## src/rtl/trace_pkg.sv

```systemverilog
// ---------------------------------------------------------------------------
// trace_pkg
// Shared types for the writeback trace checker:
//   state_t  - checker state (IDLE, RUN, DONE, ERROR)
//   ERR_*    - error codes reported on err_code
//   entry_t  - one captured commit: {pc[31:0], wnum[4:0], wdata[31:0]}, 69 bits
// ---------------------------------------------------------------------------
package trace_pkg;

  typedef enum logic [1:0] {
    IDLE  = 2'd0,
    RUN   = 2'd1,
    DONE  = 2'd2,
    ERROR = 2'd3
  } state_t;

  localparam logic [1:0] ERR_NONE     = 2'd0;
  localparam logic [1:0] ERR_MISMATCH = 2'd1;
  localparam logic [1:0] ERR_OVERFLOW = 2'd2;
  localparam logic [1:0] ERR_TIMEOUT  = 2'd3;

  typedef struct packed {
    logic [31:0] pc;
    logic [4:0]  wnum;
    logic [31:0] wdata;
  } entry_t;

endpackage

```

## src/rtl/trace_fifo.sv

```systemverilog
// ---------------------------------------------------------------------------
// trace_fifo
// Synchronous FIFO holding captured commits until the golden trace catches up.
// Pointers carry one extra wrap bit so full and empty are told apart without
// a separate occupancy counter. The head entry is visible combinationally.
// Ports:
//   clk, resetn      - clock, synchronous active-low reset
//   i_clear          - synchronous flush (used when the checker is re-armed)
//   i_push, i_data   - write one entry (caller guarantees not full, or a pop)
//   i_pop            - drop the head entry (caller guarantees not empty)
//   o_head           - current head entry, no read latency
//   o_full, o_empty  - occupancy flags
// ---------------------------------------------------------------------------
module trace_fifo
  import trace_pkg::*;
#(
  parameter int DEPTH = 16
) (
  input  logic   clk,
  input  logic   resetn,
  input  logic   i_clear,
  input  logic   i_push,
  input  logic   i_pop,
  input  entry_t i_data,
  output entry_t o_head,
  output logic   o_full,
  output logic   o_empty
);

  localparam int AW = $clog2(DEPTH);

  entry_t         r_mem [DEPTH];
  logic [AW:0]    r_wr_ptr;
  logic [AW:0]    r_rd_ptr;

  // Pointer update; reset and flush both return to the empty condition
  always_ff @(posedge clk) begin
    if (!resetn || i_clear) begin
      r_wr_ptr <= '0;
      r_rd_ptr <= '0;
    end else begin
      if (i_push) r_wr_ptr <= r_wr_ptr + 1'b1;
      if (i_pop)  r_rd_ptr <= r_rd_ptr + 1'b1;
    end
  end

  // Storage is not reset; the pointers alone define which entries are valid
  always_ff @(posedge clk) begin
    if (i_push) r_mem[r_wr_ptr[AW-1:0]] <= i_data;
  end

  assign o_head  = r_mem[r_rd_ptr[AW-1:0]];
  assign o_empty = (r_wr_ptr == r_rd_ptr);
  assign o_full  = (r_wr_ptr[AW] != r_rd_ptr[AW]) &&
                   (r_wr_ptr[AW-1:0] == r_rd_ptr[AW-1:0]);

endmodule

```

## config.mk

```make
export PLATFORM = sky130hd
export DESIGN_NAME = trace_fifo
export DESIGN_NICKNAME = d
export VERILOG_FILES = /design/src/rtl/trace_pkg.sv /design/src/rtl/trace_fifo.sv
export SDC_FILE = /design/constraint.sdc
export NUM_CORES = 1
export LEC_CHECK = 0
export CAP_MARGIN = 20
export CORE_ASPECT_RATIO = 1.5
export CORE_MARGIN = 2
export CORE_UTILIZATION = 55
export CTS_BUF_LIST = sky130_fd_sc_hd__clkbuf_8 sky130_fd_sc_hd__clkbuf_16
export DETAILED_ROUTE_END_ITERATION = 8
export GPL_ROUTABILITY_DRIVEN = 0
export PLACE_DENSITY_LB_ADDON = 0.1
export SETUP_SLACK_MARGIN = 0.02
export SLEW_MARGIN = 20
export SYNTH_ARGS = -nofsm -noshare
export SYNTH_HDL_FRONTEND = slang
export SYNTH_SLANG_ARGS = --single-unit
```

## constraint.sdc

```tcl
create_clock -name clk -period 3.61 [get_ports clk]
set_input_delay 0.9025 -clock clk [delete_from_list [all_inputs] [get_ports clk]]
set_output_delay 0.9025 -clock clk [all_outputs]
set_load 0.01 [all_outputs]
```

Yosys cells after proc, flatten, opt, wreduce, memory -nomap -nowiden
Memories as Yosys holds them, arrays and structs flattened. A register that Yosys moved wholly into a read port is not among the register bits.
Index checks and enable logic that the tools add are counted.
{"block": "classes", "multipliers": 0, "mux": 4, "div_mod_pow": 0, "n_reduce_logical": 3, "addsub": 2, "n_shift": 0, "order_cmp": 0, "n_bitwise": 0, "n_eq_ne": 3}
{"operator": "adder 5 x 1 -> 5 bit, second input constant", "count": 2}
{"operator": "two-way mux 4 bit", "count": 2}
{"operator": "== test 5 bit", "count": 1}
{"operator": "== test 4 bit", "count": 1}
{"operator": "two-way mux 1 bit", "count": 2}
{"operator": "logical AND 1 bit", "count": 1}
{"operator": "zero test 1 bit", "count": 1}
{"operator": "logical OR 1 bit", "count": 1}
{"operator": "inequality test 1 bit", "count": 1}
{"block": "word_totals", "romBits": 0, "latchBits": 0, "register_bits": 10, "n_memories": 1, "out_inout_bits": 71, "ram_bits": 1104}
{"name": "r_mem", "words": 16, "word_bits": 69, "read_ports": 1, "rd_clocked_by_memory_dff": 1, "write_ports": 1, "line_no": "trace_fifo.sv:32", "text": "entry_t r_mem [DEPTH];"}

Longest topological paths before layout
Gate-level depths: netlist of the first run.
{"block": "depth", "ltp_word": 3, "mapped_depth": 6, "mapped_depth_nobuf": 4}

Worst setup path before layout of the first run
OpenSTA, ideal clock, no wires.
{"block": "synth_timing", "kind": "input -> register", "startpoint": "input port i_push", "endpoint": "memory r_mem[0][0] in the netlist's numbering, enable pin", "slack_ns": 0.054, "setup_time_ns": 0.434, "stages": 3, "arrival_ns": 3.122, "n_path_buf": 1, "cell_sequence": "clkbuf_1 -> nor3b_1 -> and2_1"}
{"block": "synth_between", "elab_chain_len": 2}
{"item": "start: declaration", "line_no": "trace_fifo.sv:22", "text": "input logic i_push,"}
{"item": "two-way mux 1 bit", "line_no": "trace_fifo.sv:49", "text": "if (i_push) r_mem[r_wr_ptr[AW-1:0]] <= i_data;"}
{"item": "two-way mux 1 bit (implied by the code)", "line_no": "trace_fifo.sv:49"}
{"item": "end: declaration", "line_no": "trace_fifo.sv:32"}
Every way passes these cells.

==> results of run 1 <==
[worst paths after layout]
check | to | slack (ns)
max | o_head[38] | 0.03
min | r_wr_ptr[4] | 0.54
max reg2reg | r_mem[1][50] | 1.61
min reg2reg | r_wr_ptr[4] | 0.54
[kinds of logic after synthesis]
kind of cell | share of synthesized area, %
DFF | 79.7
buffers and inverters | 1.29
and+or+nand+nor | 1.20
muxes | 14.9
adders and majority gates | 0.149
AOI/OAI and AO/OA | 2.47
xor gates and xnor gates | 0.272
[registers in the layout (all words and copies together), names as in the netlist, named ones only]
name / count
r_rd_ptr: 5
r_mem: 1104
r_wr_ptr: 5
[per-layer routing]
layer	part of all wire, %	vias to the layer above	global-route usage, %
met5	0.069	-	0
met4	1.9	12	6.36
met3	6.9	146	4.52
met2	50	737	40.6
met1	41	10672	35.0
li1	-	8161	-
[synth_stat cells (all sizes together)]
cell    instances  share of area, %
nand2          72              0.64
nor2b           3             0.045
nor2           14              0.13
clkbuf         40              0.36
nand4           5             0.075
mux4          276                15
xor2            7              0.15
a22oi         138               2.5
and3            1             0.015
nand2b          1             0.015
nor3b           1             0.018
buf            57              0.91
and2           16              0.24
edfxtp       1104                79
inv             3             0.027
xnor2           6              0.13
dfxtp          14              0.67
mux2i           2             0.048
ha              5              0.15
and3b           1             0.021
[cell usage in the layout, fill, tap and decap left out, types with 2 or more instances in the layout]
| cell type | netlist | layout |
|---|---|---|
| a22oi_1 | 138 | 81 |
| a22oi_2 | 0 | 57 |
| and2_4 | 0 | 16 |
| buf_12 | 0 | 56 |
| buf_16 | 0 | 21 |
| buf_2 | 25 | 16 |
| buf_4 | 7 | 46 |
| buf_6 | 13 | 14 |
| buf_8 | 1 | 3 |
| bufbuf_16 | 0 | 4 |
| bufinv_16 | 0 | 16 |
| clkbuf_16 | 0 | 105 |
| clkbuf_2 | 0 | 8 |
| clkdlybuf4s15_1 | 0 | 8 |
| clkdlybuf4s15_2 | 0 | 5 |
| clkdlybuf4s50_1 | 0 | 75 |
| clkinv_1 | 0 | 17 |
| clkinv_2 | 0 | 18 |
| clkinvlp_4 | 0 | 6 |
| dfxtp_1 | 14 | 12 |
| dfxtp_4 | 0 | 2 |
| dlygate4sd2_1 | 0 | 30 |
| edfxtp_1 | 1104 | 1104 |
| ha_1 | 5 | 5 |
| inv_1 | 3 | 24 |
| mux2i_1 | 2 | 2 |
| mux4_2 | 273 | 275 |
| nand2_1 | 72 | 57 |
| nand2_2 | 0 | 15 |
| nand4_1 | 5 | 5 |
| nor2_1 | 14 | 13 |
| nor2b_4 | 0 | 2 |
| xnor2_1 | 6 | 6 |
| xor2_1 | 7 | 7 |
[timing repair]
action	4_1_cts	5_1_grt
setup buffers	47	8
cloned	14	2
gates resized for setup	219	59
hold buffers	0	0
pin swaps	21	6
setup endpoints to repair	69	56
[area by class of cell]
cell class,instances,area [sq um]
tap,1008,1260
timing repair buffer,288,3700
antenna,1,2.50
multi-input combinational,548,8340
clock buffer,103,2580
inverter,3,13.8
sequential,1118,33400
fill,4857,25800
clock inverter,81,779
[critical path, stage by stage (launching register included)]
cell and delay, ns:
dfxtp_4 0.42, buf_12 0.21, buf_16 0.16, buf_12 0.11
mux4_2 0.50, a22oi_2 0.21, nand2_1 0.10, dlygate4sd2_1 0.29
[metrics by stage]
| step | util [%] | TNS (ns) | cells |
|---|---|---|---|
| after floorplan | - | 0 | 1766 |
| after global placement | 60.0 | 0 | 2896 |
| after detailed placement | 60.0 | 0 | 2896 |
| after CTS | 65.8 | -0.164 | 3140 |
| after global routing | 66.0 | -0.258 | 3149 |
| final | 66.0 | 0 | 3150 |
[power by group]
group	total [mW]	internal (mW)	switching, mW
combinational	1.19	0.606	0.580
clock	10.8	6.30	4.53
sequential	14.4	14.3	0.0239
==> impl_metrics.env, run 1 <==
export IMPL_hold_path_startpoint="r_wr_ptr[4]"
export IMPL_synth_cells=1766
export IMPL_ys_seq_elements=1118
export IMPL_synth_fp_nets=1845
export IMPL_grt_overflow=0
export IMPL_drt_vias_per_instance=6.26
export IMPL_maxSlewHeadroom_pct=55.7
export IMPL_period_minus_slack_ns=3.58
export IMPL_max_freq_mhz=279
export IMPL_drive_gt1_share_pct=32.2
export IMPL_clk_pin_slew_worst_paths_ns=0.07
export IMPL_htree_levels=3
export IMPL_drt_wirelength_per_cell_um=30.4
export IMPL_finalMaxSlewViolations=0
export IMPL_holdWs_ns=0.543
export IMPL_fp_dieArea_sq_um=78500
export IMPL_ir_drop_mv=0.421
export IMPL_p_leak_nw=15.7
export IMPL_syn_to_final_growth_pct=19.5
export IMPL_skew_ns=0.0133
export IMPL_clock_path_buffers=3
export IMPL_cts_tree="built"
export IMPL_fp_dieH_um=342
export IMPL_drt_iter0_drc=1999
export IMPL_synth_avg_cell_area_sq_um=23.7
export IMPL_grt_max_degree=70
export IMPL_num_nets_final=2137
export IMPL_dpl_worst_slack_ns=0.372
export IMPL_die_w_um=229
export IMPL_wl_mm=95.7
export IMPL_grt_antenna_before_repair=7
export IMPL_hold_depth=2
export IMPL_power_mw=26.4
export IMPL_grtUsageTotal_pct=24.7
export IMPL_rsz0062_at_grt="yes"
export IMPL_cts_buffers=99
export IMPL_clock_sinks=1118
export IMPL_worst_slack_ns=0.0318
export IMPL_startpoint_type="flop"
export IMPL_cp_max_fo=9
export IMPL_cp_end_kind="output pin"
export IMPL_seq_area_frac_synth_pct=79.7
export IMPL_core_area_sq_um=75900
export IMPL_ys_types=25
export IMPL_maxCapViolCount=0
export IMPL_crit_arrival_ns=2.68
export IMPL_dr_pass1_iters=5
export IMPL_port_buffers=144
export IMPL_hold_class="flop to flop"
export IMPL_synth_area_sq_um=41900
export IMPL_clock_latency_ns=0.66
export IMPL_initial_core_util_pct=55.3
export IMPL_grt_pass1_wl_mm=138
export IMPL_yosys_warnings=0
export IMPL_ios=145
export IMPL_design_area_sq_um=50100
export IMPL_crit_required_ns=2.71
export IMPL_placementRows=124
export IMPL_dp_hpwl_mm=47.5
export IMPL_p_per_area_nw_per_um2=526
export IMPL_place_area_sq_um=45500
export IMPL_drc=0
export IMPL_vias=19728
export IMPL_root_buffer="clkbuf_16"
export IMPL_final_period_utilization_pct=99.1
export IMPL_ff2ff_path_depth=3
export IMPL_critical_path_class="flop to output pin"
export IMPL_worst_pin_slew_ns=0.665
export IMPL_hold_violations=0
export IMPL_setup_viol=0
export IMPL_grt_pass1_vias=20644
export IMPL_status="finished clean"
export IMPL_ant_nets=0
export IMPL_reg2reg_from="r_wr_ptr[2]"
Power figures use the tool's default switching activity.
==> run 2, diff against run 1 <==
==> constraint.sdc (replaced) <==
create_clock -name clk -period 3.23 [get_ports clk]
set_input_delay 0.8075 -clock clk [delete_from_list [all_inputs] [get_ports clk]]
set_output_delay 0.8075 -clock clk [all_outputs]
set_load 0.01 [all_outputs]
==> impl_metrics.env, run 2 (same netlist as run 1, synthesis figures left out) <==
export IMPL_status="finished, violations left"
export IMPL_violations="negative setup slack"
export IMPL_maxSlewHeadroom_pct=61.2
export IMPL_cts_buffers=98
export IMPL_fp_dieArea_sq_um=78500
export IMPL_num_nets_final=2235
export IMPL_holdBufCountCts=0
export IMPL_final_period_utilization_pct=108
export IMPL_skew_ns=0.0222
export IMPL_clk_pin_slew_worst_paths_ns=0.06
export IMPL_htree_levels=3
export IMPL_grt_pass1_wl_mm=139
export IMPL_worst_pin_slew_ns=0.580
export IMPL_grt_max_degree=45
export IMPL_p_leak_nw=16.2
export IMPL_initial_core_util_pct=55.3
export IMPL_ios=145
export IMPL_cts_tree="built"
export IMPL_die_w_um=229
export IMPL_vias=20040
export IMPL_n_fill_cell=4701
export IMPL_core_area_sq_um=75900
export IMPL_finalMaxSlewViolations=0
export IMPL_drt_iter0_drc=1719
export IMPL_power_mw=28.8
export IMPL_p_per_area_nw_per_um2=561
export IMPL_period_minus_slack_ns=3.48
export IMPL_cp_max_fo=7
export IMPL_final_common_cell="edfxtp_1"
export IMPL_most_common_layout_cells="edfxtp_1 (1104), mux4_2 (275), a22oi_2 (121)"
export IMPL_grt_overflow=0
export IMPL_design_area_sq_um=51300
export IMPL_crit_path_end="o_head[16]"
export IMPL_worst_slack_ns=-0.253
export IMPL_clock_latency_ns=0.68
export IMPL_placementRows=124
export IMPL_grt_antenna_before_repair=7
export IMPL_max_freq_mhz=287
export IMPL_cp_end_kind="output pin"
export IMPL_critical_path_class="flop to output pin"
export IMPL_drt_wirelength_per_cell_um=30.0
export IMPL_hold_violations=0
export IMPL_clock_sinks=1118
export IMPL_rsz0062_at_grt="yes"
export IMPL_dp_cells=2915
export IMPL_reg2reg_from="r_wr_ptr[2]"
export IMPL_dr_pass1_iters=5
export IMPL_hold_class="flop to flop"
export IMPL_dp_hpwl_mm=49.1
export IMPL_holdWs_ns=0.551
export IMPL_largest_reg_flops=1104
export IMPL_setup_viol=66
export IMPL_root_buffer="clkbuf_16"
export IMPL_drc=0
export IMPL_wl_mm=97.7
export IMPL_final_cells=3251
export IMPL_grtUsageTotal_pct=24.7
export IMPL_setup_tns_ns=-9.94
export IMPL_r2r_slack_ns=1.28
export IMPL_crit_arrival_ns=2.68
export IMPL_syn_to_final_growth_pct=22.3
export IMPL_crit_required_ns=2.42
export IMPL_grt_pass1_vias=20588
export IMPL_ant_nets=0
export IMPL_fp_dieH_um=342
export IMPL_startpoint_type="flop"
export IMPL_ir_drop_mv=0.422
export IMPL_ff2ff_path_depth=3
export IMPL_maxCapViolCount=0
export IMPL_drt_vias_per_instance=6.16
export IMPL_place_area_sq_um=45800
export IMPL_r2r_end="r_mem[3][29]"
export IMPL_clock_path_buffers=3
export IMPL_port_buffers=144
export IMPL_drive_gt1_share_pct=39.8
-- run 2: critical path, stage by stage, from the launching register on --
cell       delay [ns]
dfxtp_4          0.41
buf_12           0.13
clkbuf_16        0.18
buf_12           0.13
buf_16           0.13
buf_4            0.11
mux4_2           0.49
a22oi_2          0.16
nand2_1          0.09
buf_2            0.15
-- run 2: cell type report --
| class | count | area (sq um) | area share [%] |
|---|---|---|---|
| flip-flops and latches | 1118 | 33400 | 65.2 |
| multi-input cells | 548 | 8680 | 16.9 |
| repair buffers | 387 | 4840 | 9.43 |
| clock buffers | 102 | 2520 | 4.91 |
| well taps | 1008 | 1260 | 2.46 |
| clock inverters | 81 | 537 | 1.05 |
| inverters | 3 | 13.8 | 0.0268 |
| diodes | 4 | 10.0 | 0.0195 |
-- run 2: worst min path at each step --
stage / endpoint / from / depth (start not counted) / slack (ns)
floorplan: r_wr_ptr[4] / r_wr_ptr[4] / 2 / 0.50
global placement: r_wr_ptr[4] / r_wr_ptr[4] / 2 / 0.52
detailed placement: r_wr_ptr[4] / r_wr_ptr[4] / 2 / 0.54
CTS: r_wr_ptr[4] / r_wr_ptr[4] / 2 / 0.55
global route: r_rd_ptr[4] / r_rd_ptr[4] / 2 / 0.61
finish: r_wr_ptr[4] / r_wr_ptr[4] / 2 / 0.55
-- run 2: power by group --
part | switching, mW | internal (mW)
logic | 0.705 | 0.800
registers | 0.0254 | 16.0
clock network | 5.14 | 6.06
-- run 2: stage by stage --
step	utilization [%]	worst slack (ns)
floorplan	-	0.209
global placement	60.3	0.134
detailed placement	60.3	0.122
CTS	65.4	-0.498
global route	67.6	-0.352
finish	67.6	-0.253
-- run 2: timing repair --
item / in CTS / in global routing
buffers inserted: 44 / 104
setup endpoints to repair: 69 / 69
pin swaps: 20 / 104
gates cloned: 6 / 12
gates resized for setup: 242 / 280
-- run 2: layer usage --
| layer | vias up | track usage, % | wire [um] |
|---|---|---|---|
| li1 | 8364 | - | - |
| met1 | 10790 | 34.5 | 39300 |
| met2 | 746 | 41.1 | 50100 |
| met3 | 132 | 4.19 | 6520 |
| met4 | 8 | 6.16 | 1760 |
| met5 | - | 0 | 48 |
==> run 3, diff against run 2 <==
--- a/config.mk
+++ b/config.mk
@@ -12,6 +12,7 @@
 export CTS_BUF_LIST = sky130_fd_sc_hd__clkbuf_8 sky130_fd_sc_hd__clkbuf_16
 export DETAILED_ROUTE_END_ITERATION = 8
 export GPL_ROUTABILITY_DRIVEN = 0
+export MAX_ROUTING_LAYER = met4
 export PLACE_DENSITY_LB_ADDON = 0.1
 export SETUP_SLACK_MARGIN = 0.02
 export SLEW_MARGIN = 20
==> impl_metrics.env, run 3 (same netlist as run 1, synthesis figures left out) <==
export IMPL_most_common_layout_cells="edfxtp_1 (1104), mux4_2 (275), a22oi_2 (118)"
export IMPL_hold_violations=0
export IMPL_setup_tns_ns=-10.28
export IMPL_final_common_cell="edfxtp_1"
export IMPL_largest_reg_flops=1104
export IMPL_clkPwrFrac_pct=39.0
export IMPL_skew_ns=0.0249
export IMPL_ir_drop_mv=0.420
export IMPL_p_per_area_nw_per_um2=563
export IMPL_vias=19941
export IMPL_grt_antenna_before_repair=7
export IMPL_ant_nets=0
export IMPL_dr_pass1_iters=5
export IMPL_p_comb_share_pct=5.1
export IMPL_max_freq_mhz=287
export IMPL_core_area_sq_um=75900
export IMPL_crit_arrival_ns=2.68
export IMPL_syn_to_final_growth_pct=21.5
export IMPL_hold_class="flop to flop"
export IMPL_power_internal_mw=22.8
export IMPL_drc=0
export IMPL_drt_vias_per_instance=6.18
export IMPL_worst_pin_slew_ns=0.578
export IMPL_p_sw_share_pct=20.4
export IMPL_cp_end_kind="output pin"
export IMPL_period_minus_slack_ns=3.48
export IMPL_clock_sinks=1118
export IMPL_grt_overflow=0
export IMPL_maxSlewHeadroom_pct=61.4
export IMPL_num_nets_final=2207
export IMPL_rsz0062_at_grt="yes"
export IMPL_crit_required_ns=2.42
export IMPL_grt_max_degree=45
export IMPL_reg2reg_from="r_wr_ptr[2]"
export IMPL_drive_gt1_share_pct=38.8
export IMPL_fp_dieArea_sq_um=78500
export IMPL_hold_depth=2
export IMPL_grt_pass1_vias=20605
export IMPL_ff2ff_path_depth=3
export IMPL_cts_tree="built"
export IMPL_cp_max_fo=6
export IMPL_cts_buffers=98
export IMPL_worst_slack_ns=-0.254
export IMPL_initial_core_util_pct=55.3
export IMPL_clk_pin_slew_worst_paths_ns=0.07
export IMPL_p_seq_share_pct=55.9
export IMPL_startpoint_type="flop"
export IMPL_n_fill_cell=4740
export IMPL_drt_iter0_drc=1883
export IMPL_finalMaxSlewViolations=0
export IMPL_htree_levels=3
export IMPL_finish_utilization_pct=67.2
export IMPL_wl_mm=97.6
export IMPL_clock_path_buffers=3
export IMPL_clock_latency_ns=0.68
export IMPL_ios=145
export IMPL_power_switching_mw=5.86
export IMPL_dp_hpwl_mm=49.1
export IMPL_grt_pass1_wl_mm=139
export IMPL_p_leak_nw=16.0
export IMPL_final_period_utilization_pct=108
export IMPL_setup_viol=69
export IMPL_critical_path_class="flop to output pin"
export IMPL_placementRows=124
export IMPL_port_buffers=144
export IMPL_drt_wirelength_per_cell_um=30.2
export IMPL_fp_dieH_um=342
export IMPL_die_w_um=229
export IMPL_grtUsageTotal_pct=25.4
export IMPL_status="finished, violations left"
export IMPL_violations="negative setup slack"
export IMPL_maxCapViolCount=0
export IMPL_root_buffer="clkbuf_16"
export IMPL_hold_path_startpoint="r_wr_ptr[4]"
## run 3: cell types whose count changed in the layout (fill, tap and decap cells not counted), moves of 3 or more
cell / before / now
clkbuf_2: 20 / 17
buf_4: 81 / 70
buf_12: 80 / 75
buf_6: 58 / 44
a22oi_2: 121 / 118
a22oi_1: 17 / 20
buf_2: 27 / 30
diode_2: 4 / 7
## run 3: final timing paths
| path | end | slack [ns] |
|---|---|---|
| max | o_head[11] | -0.25 |
| min | r_wr_ptr[4] | 0.55 |
| max reg2reg | r_mem[3][29] | 1.32 |
| min reg2reg | r_wr_ptr[4] | 0.55 |
## run 3: power by group through the flow
| stage | Sequential, mW | Clock [mW] | Combinational, mW |
|---|---|---|---|
| 4_1_cts | 16.1 | 11.3 | 1.30 |
| 5_1_grt | 16.1 | 11.9 | 1.55 |
| 6_report | 16.1 | 11.2 | 1.45 |
| 3_3_place_gp | 16.4 | 0 | 1.19 |
| 2_1_floorplan | 16.4 | 0 | 0.601 |
| 3_5_place_dp | 16.4 | 0 | 1.21 |
## run 3: routing by layer
layer	track usage [%]	share of wire [%]	vias to the layer above
met5	-	0	-
met4	6.16	1.7	0
met3	4.22	6.3	121
met2	41.1	51	723
met1	34.4	41	10789
li1	-	-	8308
## run 3: stage by stage
step                hold WS (ns)  power [mW]  instance area, sq um  std cells  setup WS, ns
detailed placement         0.536        17.6                 45800       2915         0.122
CTS                        0.554        28.7                 49600       3148        -0.498
global placement           0.520        17.5                 45800       2915         0.134
global route               0.609        29.5                 51000       3226        -0.340
finish                     0.552        28.7                 51000       3226        -0.254
floorplan                  0.498        17.0                 42000       1766         0.209
## run 3: what timing repair did
item | in CTS | in global routing
setup buffers | 44 | 70
hold buffers | 0 | 0
gates cloned | 6 | 14
endpoints found under the hold margin | 0 | 0
setup endpoints to repair | 69 | 69
pin swaps | 20 | 118
gates resized for setup | 242 | 261
## run 3: critical path, stage by stage (launching register included)
cell	delay, ns
dfxtp_4	0.49
buf_16	0.20
buf_8	0.14
clkbuf_16	0.16
mux4_2	0.52
a22oi_2	0.25
nand2_2	0.11
clkbuf_2	0.14
## run 3: final cells by class
cell class / count / area, sq um / area share (%)
diodes: 7 / 17.5 / 0.0344
clock buffers: 102 / 2520 / 4.94
clock inverters: 81 / 537 / 1.05
inverters: 3 / 13.8 / 0.0270
multi-input cells: 548 / 8660 / 17.0
flip-flops and latches: 1118 / 33400 / 65.6
well taps: 1008 / 1260 / 2.47
repair buffers: 359 / 4520 / 8.86
